`config.mk`:
```
export PLATFORM = sky130hd
export DESIGN_NAME = cmd_dispatcher_flat
export DESIGN_NICKNAME = d
export VERILOG_FILES = /design/src/rtl/cmd_dispatcher_if.sv /design/src/rtl/cmd_dispatcher.sv /design/src/flat_wrapper.sv
export SDC_FILE = /design/constraint.sdc
export NUM_CORES = 1
export LEC_CHECK = 0
export ABC_AREA = 1
export CAP_MARGIN = 5
export CORE_AREA = 2 2 72 74
export DETAILED_ROUTE_END_ITERATION = 7
export DIE_AREA = 0 0 74 76
export HOLD_SLACK_MARGIN = 0.02
export MAX_ROUTING_LAYER = met4
export PLACE_DENSITY = 0.85
export SLEW_MARGIN = 20
export SYNTH_ARGS = -nofsm -noshare
export SYNTH_HDL_FRONTEND = slang
export SYNTH_SLANG_ARGS = --single-unit
```
`constraint.sdc`:
```
create_clock -name clk_50mhz -period 3 [get_ports clk_50mhz]
set_input_delay 0.3 -clock clk_50mhz [delete_from_list [all_inputs] [get_ports clk_50mhz]]
set_output_delay 0.3 -clock clk_50mhz [all_outputs]
set_load 0.01 [all_outputs]
```
`src/rtl/cmd_dispatcher_if.sv`:
```
// Bus bundle between the command dispatcher and its environment
// (uart_rx, uart_tx and the attached function units).
//
// Handshake semantics:
//   rx_ready  - level valid from uart_rx; rx_data is meaningful while it is high.
//               The byte is held for as long as rx_ready stays high, so the
//               dispatcher only rearms once rx_ready has returned low.
//   tx_start  - one-cycle request to uart_tx carrying tx_data; uart_tx reports
//               tx_active while the byte is on the wire.
//   unit_*    - unit_activate is a one-hot level that owns a unit for the
//               whole command; unit_done ends it.
interface cmd_dispatcher_if #(
  parameter int NUM_UNITS = 6
);
  logic [7:0]             rx_data;
  logic                   rx_ready;
  logic                   tx_active;
  logic [7:0]             tx_data;
  logic                   tx_start;
  logic [NUM_UNITS-1:0]   unit_activate;
  logic [NUM_UNITS-1:0]   unit_done;
  logic [NUM_UNITS*8-1:0] unit_tx_data;
  logic [NUM_UNITS-1:0]   unit_tx_start;
  logic [7:0]             state_code;
  logic                   busy;
  logic [7:0]             err_count;

  // Dispatcher side
  modport master (
    input  rx_data, rx_ready, tx_active, unit_done, unit_tx_data, unit_tx_start,
    output tx_data, tx_start, unit_activate, state_code, busy, err_count
  );

  // Environment side (uart, units, testbench)
  modport slave (
    output rx_data, rx_ready, tx_active, unit_done, unit_tx_data, unit_tx_start,
    input  tx_data, tx_start, unit_activate, state_code, busy, err_count
  );
endinterface

```
`src/rtl/cmd_dispatcher.sv`:
```
// UART command dispatcher: an opcode byte selects a function unit, the unit's
// tx stream is forwarded to the shared uart_tx until it signals done.
// Unknown opcodes get a NAK byte, stalled units a timeout byte; an abort byte
// cancels units that do not consume rx bytes themselves.
module cmd_dispatcher #(
  parameter int                     NUM_UNITS      = 6,
  parameter logic [NUM_UNITS*8-1:0] OPCODES        = {8'h24, 8'h23, 8'h72, 8'h71, 8'h22, 8'h21},
  parameter logic [NUM_UNITS-1:0]   RX_OWNER_MASK  = 6'b001100,
  parameter int unsigned            TIMEOUT_CYCLES = 0,
  parameter logic [7:0]             ABORT_CODE     = 8'h1B,
  parameter logic [7:0]             NAK_CODE       = 8'hEE,
  parameter logic [7:0]             TMO_CODE       = 8'hEF
) (
  input  logic             clk_50mhz,
  input  logic             reset,
  cmd_dispatcher_if.master bus
);

  // REPLY is split into three phases that all display as 0E.
  typedef enum logic [2:0] {
    S_IDLE,
    S_RUN,
    S_REPLY_SEND,
    S_REPLY_HI,
    S_REPLY_LO,
    S_SETTLE
  } state_t;

  state_t               state_q, state_d;
  logic [NUM_UNITS-1:0] activate_q, activate_d;
  logic [7:0]           tx_data_q, tx_data_d;
  logic                 tx_start_q, tx_start_d;
  logic [7:0]           err_count_q, err_count_d;
  logic [31:0]          tmo_cnt_q, tmo_cnt_d;

  logic                 match;
  logic [NUM_UNITS-1:0] match_vec;
  logic                 sel_done;
  logic                 sel_tx_start;
  logic [7:0]           sel_tx_data;
  logic [7:0]           sel_opcode;
  logic                 sel_owner;
  logic                 tmo_hit;
  logic                 abort_hit;

  // Opcode lookup (descending scan so the lowest matching index wins) and
  // selection of the active unit's inputs through the one-hot activate.
  always_comb begin
    match        = 1'b0;
    match_vec    = '0;
    sel_done     = 1'b0;
    sel_tx_start = 1'b0;
    sel_tx_data  = 8'h00;
    sel_opcode   = 8'h00;
    for (int i = NUM_UNITS - 1; i >= 0; i--) begin
      if (bus.rx_data == OPCODES[8*i +: 8]) begin
        match        = 1'b1;
        match_vec    = '0;
        match_vec[i] = 1'b1;
      end
    end
    for (int i = 0; i < NUM_UNITS; i++) begin
      if (activate_q[i]) begin
        sel_done     = bus.unit_done[i];
        sel_tx_start = bus.unit_tx_start[i];
        sel_tx_data  = bus.unit_tx_data[8*i +: 8];
        sel_opcode   = OPCODES[8*i +: 8];
      end
    end
    sel_owner = |(activate_q & RX_OWNER_MASK);
    tmo_hit   = (TIMEOUT_CYCLES != 0) && (tmo_cnt_q == TIMEOUT_CYCLES - 1);
    abort_hit = bus.rx_ready && (bus.rx_data == ABORT_CODE) && !sel_owner;
  end

  // State register
  always_ff @(posedge clk_50mhz or negedge reset) begin
    if (!reset) state_q <= S_IDLE;
    else        state_q <= state_d;
  end

  // Next-state logic; in RUN the order is done > timeout > abort
  always_comb begin
    state_d = state_q;
    case (state_q)
      S_IDLE:       if (bus.rx_ready) state_d = match ? S_RUN : S_REPLY_SEND;
      S_RUN: begin
        if (sel_done)       state_d = S_SETTLE;
        else if (tmo_hit)   state_d = S_REPLY_SEND;
        else if (abort_hit) state_d = S_SETTLE;
      end
      S_REPLY_SEND: if (!bus.tx_active) state_d = S_REPLY_HI;
      S_REPLY_HI:   if (bus.tx_active)  state_d = S_REPLY_LO;
      S_REPLY_LO:   if (!bus.tx_active) state_d = S_SETTLE;
      S_SETTLE:     if (!bus.rx_ready && !bus.tx_active) state_d = S_IDLE;
      default:      state_d = S_IDLE;
    endcase
  end

  // Datapath next values: activate, registered tx mux, reply byte, counters
  always_comb begin
    activate_d  = activate_q;
    tx_data_d   = tx_data_q;
    tx_start_d  = 1'b0;
    err_count_d = err_count_q;
    tmo_cnt_d   = (state_q == S_RUN) ? tmo_cnt_q + 32'd1 : 32'd0;

    if (state_q == S_IDLE && state_d == S_RUN) activate_d = match_vec;
    else if (state_d != S_RUN)                 activate_d = '0;

    if (state_q == S_RUN && state_d == S_RUN) begin
      tx_data_d  = sel_tx_data;
      tx_start_d = sel_tx_start;
    end

    if (state_d == S_REPLY_SEND && state_q != S_REPLY_SEND) begin
      tx_data_d = (state_q == S_RUN) ? TMO_CODE : NAK_CODE;
      if (err_count_q != 8'hFF) err_count_d = err_count_q + 8'd1;
    end

    if (state_q == S_REPLY_SEND && state_d == S_REPLY_HI) tx_start_d = 1'b1;
  end

  // Datapath registers
  always_ff @(posedge clk_50mhz or negedge reset) begin
    if (!reset) begin
      activate_q  <= '0;
      tx_data_q   <= 8'h00;
      tx_start_q  <= 1'b0;
      err_count_q <= 8'h00;
      tmo_cnt_q   <= 32'd0;
    end else begin
      activate_q  <= activate_d;
      tx_data_q   <= tx_data_d;
      tx_start_q  <= tx_start_d;
      err_count_q <= err_count_d;
      tmo_cnt_q   <= tmo_cnt_d;
    end
  end

  // Outputs: display code follows the state register directly
  always_comb begin
    case (state_q)
      S_IDLE:                               bus.state_code = 8'h00;
      S_RUN:                                bus.state_code = sel_opcode;
      S_REPLY_SEND, S_REPLY_HI, S_REPLY_LO: bus.state_code = 8'h0E;
      S_SETTLE:                             bus.state_code = 8'h01;
      default:                              bus.state_code = 8'h00;
    endcase
    bus.busy          = (state_q != S_IDLE);
    bus.unit_activate = activate_q;
    bus.tx_data       = tx_data_q;
    bus.tx_start      = tx_start_q;
    bus.err_count     = err_count_q;
  end

endmodule

```
`src/flat_wrapper.sv`:
```
// flat-port wrapper written by rule: the top's interface ports become plain ports
module cmd_dispatcher_flat 
#(
  parameter int                     NUM_UNITS      = 6,
  parameter logic [NUM_UNITS*8-1:0] OPCODES        = {8'h24, 8'h23, 8'h72, 8'h71, 8'h22, 8'h21},
  parameter logic [NUM_UNITS-1:0]   RX_OWNER_MASK  = 6'b001100,
  parameter int unsigned            TIMEOUT_CYCLES = 0,
  parameter logic [7:0]             ABORT_CODE     = 8'h1B,
  parameter logic [7:0]             NAK_CODE       = 8'hEE,
  parameter logic [7:0]             TMO_CODE       = 8'hEF
)
  (clk_50mhz, reset, bus_rx_data, bus_rx_ready, bus_tx_active, bus_unit_done, bus_unit_tx_data, bus_unit_tx_start, bus_tx_data, bus_tx_start, bus_unit_activate, bus_state_code, bus_busy, bus_err_count);
  cmd_dispatcher_if #(.NUM_UNITS(NUM_UNITS)) bus_i ();
  input  logic clk_50mhz;
  input  logic reset;
  input wire logic [$bits(bus_i.rx_data)-1:0] bus_rx_data;
  input wire logic [$bits(bus_i.rx_ready)-1:0] bus_rx_ready;
  input wire logic [$bits(bus_i.tx_active)-1:0] bus_tx_active;
  input wire logic [$bits(bus_i.unit_done)-1:0] bus_unit_done;
  input wire logic [$bits(bus_i.unit_tx_data)-1:0] bus_unit_tx_data;
  input wire logic [$bits(bus_i.unit_tx_start)-1:0] bus_unit_tx_start;
  output wire logic [$bits(bus_i.tx_data)-1:0] bus_tx_data;
  output wire logic [$bits(bus_i.tx_start)-1:0] bus_tx_start;
  output wire logic [$bits(bus_i.unit_activate)-1:0] bus_unit_activate;
  output wire logic [$bits(bus_i.state_code)-1:0] bus_state_code;
  output wire logic [$bits(bus_i.busy)-1:0] bus_busy;
  output wire logic [$bits(bus_i.err_count)-1:0] bus_err_count;
  assign bus_i.rx_data = bus_rx_data;
  assign bus_i.rx_ready = bus_rx_ready;
  assign bus_i.tx_active = bus_tx_active;
  assign bus_i.unit_done = bus_unit_done;
  assign bus_i.unit_tx_data = bus_unit_tx_data;
  assign bus_i.unit_tx_start = bus_unit_tx_start;
  assign bus_tx_data = bus_i.tx_data;
  assign bus_tx_start = bus_i.tx_start;
  assign bus_unit_activate = bus_i.unit_activate;
  assign bus_state_code = bus_i.state_code;
  assign bus_busy = bus_i.busy;
  assign bus_err_count = bus_i.err_count;
  cmd_dispatcher #(.NUM_UNITS(NUM_UNITS), .OPCODES(OPCODES), .RX_OWNER_MASK(RX_OWNER_MASK), .TIMEOUT_CYCLES(TIMEOUT_CYCLES), .ABORT_CODE(ABORT_CODE), .NAK_CODE(NAK_CODE), .TMO_CODE(TMO_CODE)) u_core (.clk_50mhz(clk_50mhz), .reset(reset), .bus(bus_i));
endmodule
```
**After elaboration in Yosys (flattened, before gate mapping)**

Index checks and enable logic that the tools add are counted.

- Output and inout bits: 32
- Register bits after elaboration: 26
- Word-level logic and storage cells: 94
- Bits of input ports: 72
- Latch bits: 0
- Memories: 0
- Bits in read-only memories: 0
- Bits in writable memories: 0

- Mux-type cells: 53
- $add $sub $neg: 1
- Multiply operators: 0
- Magnitude comparators: 0
- Bitwise gates (word level): 0
- Eq/ne operators: 18
- Divide/modulo/power cells: 0
- Reduce and logical (&&, ||, !) cells: 17
- Shift operators: 0

Operators by type and width:

| kind | count |
|---|---|
| $mux 8 | 8 |
| $mux 6 | 10 |
| $eq 8x6->1 const B | 4 |
| $mux 7 | 4 |
| $mux 1 | 21 |
| $mux 3 | 7 |
| $pmux 7 s3 | 1 |
| $pmux 3 s6 | 1 |
| $eq 8x7->1 const B | 2 |
| $eq 3x2->1 const B | 4 |
| $add 8x1->8 const B | 1 |
| $eq 8x5->1 const B | 1 |
| $ne 8x8->1 const B | 1 |
| $logic_and 1x1->1 | 7 |
| $eq 3x1->1 const B | 2 |
| $eq 3x3->1 const B | 2 |
| $reduce_bool 2->1 | 2 |
| $logic_not 1->1 | 3 |
| $logic_not 3->1 | 1 |
| $ne 3x1->1 const B | 1 |
| $ne 3x2->1 const B | 1 |
| $reduce_bool 3->1 | 1 |
| $reduce_or 3->1 | 1 |
| $mux 2 | 1 |
| other kinds (2) | 2 |

**Longest topological paths before layout**

- Depth after elaboration: 14
- Depth in mapped cells: 13
- Gate-level depth less buffers: 11

**Worst setup path before layout**

Ideal clock, no wire load.

- Path type: reg-to-reg
- Start: register u_core.err_count_q[0] (netlist: u_core.bus.err_count[0])
- End: register u_core.err_count_q[2] (netlist: u_core.bus.err_count[2])
- Arrival time: 1.517 ns
- Library setup time: 0.123 ns
- Path slack: 1.360 ns
- Data required time: 2.877 ns
- Path buffers: 0
- Stages on the path, launching flop included: 9
- Period minus slack after synthesis: 1.640 ns
- Path through: dfrtp_1 -> ha_1 -> inv_1 -> nor4_2 -> nand2_1 -> o21bai_4 -> inv_2 -> nand3_1 -> nand2_1

- Longest elaborated chain between the ends: 2
- Elaborated cells between the ends (all ways): 3
- Those cells by class: 1 x add/sub; 1 x eq/ne; 1 x reduce/logical

RTL lines:

| item | RTL line | source |
|---|---|---|
| start, declared | cmd_dispatcher.sv:33 | `logic [7:0] err_count_q, err_count_d;` |
| start signal, assigned | cmd_dispatcher.sv:135 | `err_count_q <= err_count_d;` |
| branches (longest 2 deep; another with $add 8x1->8) | -- |  |

Several ways; the timed one is not identified.
A chain may end at the register's enable or synchronous reset.

**Final worst setup path**

- Start: register u_core.state_q[0]
- End: output port bus_state_code[0]

- Longest elaborated chain between the ends: 3
- Elaborated cells between the ends (all ways): 7
- Those cells by class: 5 x eq/ne; 1 x mux; 1 x reduce/logical

RTL lines:

| item | RTL line | source |
|---|---|---|
| start, declared | cmd_dispatcher.sv:29 | `state_t state_q, state_d;` |
| start signal, assigned | cmd_dispatcher.sv:78 | `else state_q <= state_d;` |
| $eq 3x2->1 / $eq 3x3->1 (equally long branches) | cmd_dispatcher.sv:142 | `case (state_q)` |
| $reduce_or 3->1 | cmd_dispatcher.sv:142 |  |
| $pmux 7 s3 * | cmd_dispatcher.sv:142 |  |
| end, declared | flat_wrapper.sv:25 | `output wire logic [$bits(bus_i.state_code)-1:0] bus_state_code;` |

Mark *: on every way between the ends. The rest lies on a longest branch, timed or not.

==> results.ini <==
[final_layout]
nNetsFinal=483
nFillCells=435
syn2layout_area_growth_pct=54.1
diodes=0
regArea_um2=651
drive_gt1_frac=0.0513
multi_input_area_mm2=0.00121

[drt]
remaining_drc_errors=0
drtIter0Drc=114
routedWlPerCell_um=13.4
drt_first_pass_iters=4
ant_nets=0
num_vias=2454
routed_wl_mm=6.44
routed_via_density=5.12

[logic_synthesis]
yosys.area.top_type=dfrtp_1
synthFlopType=dfrtp_1
yosysUniqueCellTypes=36
syn_nets=388
netlist_instances=315
yosys_warnings=0
syn_avg_cell_area_um2=6.54
ys_ff_latch=26
synth_top_area_share=0.316
synthesis.area_mm2=0.00206
synth_edf_count=0
synth-seq-area-share=0.316
async_flop_share=1.00
synth_area_leaders=dfrtp_1 (32%), nand2_1 (18%), nand3_1 (11%)

[placement]
hpwl_mm=5.26
port_buffers=102
place_ws_ns=0.698
globalplace.congestion=0.903

[sta]
fmax_ghz=0.374
skew_ns=0.0137
fin_tns_setup_ns=0
min_period_ns=2.68
rsz0062_at_grt=false
setup_viol=0
maxSlewHeadroom=0.557
setup_ws_ns=0.325
period_share=0.892
hold_viol_final=0
drv_slew=0
worstMarginPinSlew_ns=0.664

[worst_setup_path]
ff2ff_path_depth=10
setup.worst_path.end_class=output pin
crit_arrival_ns=2.38
critPathLaunchType=flip-flop
crit_required_ns=2.70
ff2ff_setup_slack_ns=0.75
worstReg2RegStart=u_core.bus.unit_activate[3]
r2r_end=u_core.bus.unit_activate[5]
cp_max_fo=11
path_class=flip-flop to output pin

[global_route]
grt_max_degree=27
gr-usage-all-layers=0.245
grt_pass1_vias=2354
antenna_found_initial=0
grt-ovfl-total=0
grt_pass1_wl_mm=10.6

[cts]
cts_num_sinks=26
cts.htree.levels=1
cts_tree=yes
cts_hold_buf=0
cts_buffer_depth=2
clk_latency_ns=0.28
cts.reportedPaths.clkPinSlew_ns=0.10
clk_root_buffer_cell=clkbuf_8
numCtsBuffers=3
ctsResizeCount=0
postCtsSetupRepairBufs=0

[die]
die_area_mm2=0.00562
start_util=0.419
die_width_um=74
io_pins=104
core-area_mm2=0.00491
die_h_um=76
row_count=26

[outcome]
status=finished, final reports clean

[power_and_ir_drop]
finalPower_uw=1740
power_density_mw_per_mm2=548
total_leakage_power_uw=0.00140
irDropWorstVdd_mv=0.394

[worst_hold_path]
hold_class=input port to asynchronous set/reset pin

[job]
maxCapViolations=0

==> cell usage after synthesis (all sizes together), types with 6 or more instances <==
master  instances
buf             7
nand3          49
a21oi          10
clkbuf          6
nand2         100
dfrtp          26
inv            31
o21ai          19
nor2           32
nand4          15
==> stage by stage <==
stage	util	hold slack [ns]	instances	instance area, um^2
final	0.646	0.391	479	3170
after global routing	0.646	0.414	479	3170
after CTS	0.646	0.398	479	3170
after detailed placement	0.631	0.475	475	3100
after global placement	0.631	0.469	475	3100
after floorplan	-	0.00441	315	2060
==> registers in the layout (all words and copies together) (netlist names) <==
| name | cells |
|---|---|
| u_core.bus.unit_activate | 6 |
| u_core.state_q | 3 |
| u_core.bus.tx_data | 8 |
| u_core.bus.tx_start | 1 |
| u_core.bus.err_count | 8 |
==> critical path, cell delays in order, from the launching register on <==
cell and delay [ns]:
dfrtp_1 0.41, inv_1 0.10, nor2_1 0.14, nand2_1 0.18, inv_1 0.32, nand2_1 0.11
o21ai_0 0.25, clkdlybuf4s50_1 0.59
==> placed cells by master (no fill, tap or decap), drive strengths merged, types with 2 or more instances in the layout <==
master / count
clkdlybuf4s50: 102
o211ai: 2
nand2: 100
nor3: 2
a21oi: 10
nor2: 32
o21ai: 19
clkbuf: 3
nand3: 49
o21bai: 2
inv: 31
nand4: 15
dfrtp: 26
xor2: 2
nor4: 2
o22ai: 2
==> per-layer routing <==
metal	wire length (um)	vias up	global-route usage
met2	3220	104	0.404
met3	369	8	0.0331
met4	105	0	0.0564
met1	2750	1109	0.317
met5	0	-	-
li1	-	1233	-
==> how the worst max path moves through the flow <==
stage / start / end / slack (ns) / cells past startpoint
CTS: u_core.state_q[0] / bus_state_code[0] / 0.36 / 7
finish: u_core.state_q[0] / bus_state_code[0] / 0.32 / 7
floorplan: u_core.bus.err_count[0] / u_core.bus.err_count[2] / 1.36 / 8
global route: u_core.state_q[0] / bus_state_code[0] / 0.15 / 7
global placement: u_core.state_q[0] / bus_state_code[0] / 0.78 / 7
detailed placement: u_core.state_q[0] / bus_state_code[0] / 0.70 / 7
==> kinds of logic after synthesis <==
kind of cell | after synthesis | synth area share
simple gates | 200 | 0.454
buf+inv | 45 | 0.0942
compound gates | 39 | 0.115
flops | 26 | 0.316
xor+xnor | 3 | 0.0128
fa+ha+maj | 1 | 0.00607
other cells | 1 | 0.00182
==> cell type report <==
type | count | area share
clock buffer | 3 | 0.0130
sequential | 26 | 0.205
timing repair buffer | 103 | 0.324
inverter | 32 | 0.0379
tap | 70 | 0.0276
clock inverter | 1 | 0.00946
multi-input combinational | 244 | 0.383
==> where the power goes <==
part | switching, uW | internal, uW
registers | 79.3 | 442
clock network | 118 | 179
logic | 489 | 432
Power figures use the tool's default switching activity.
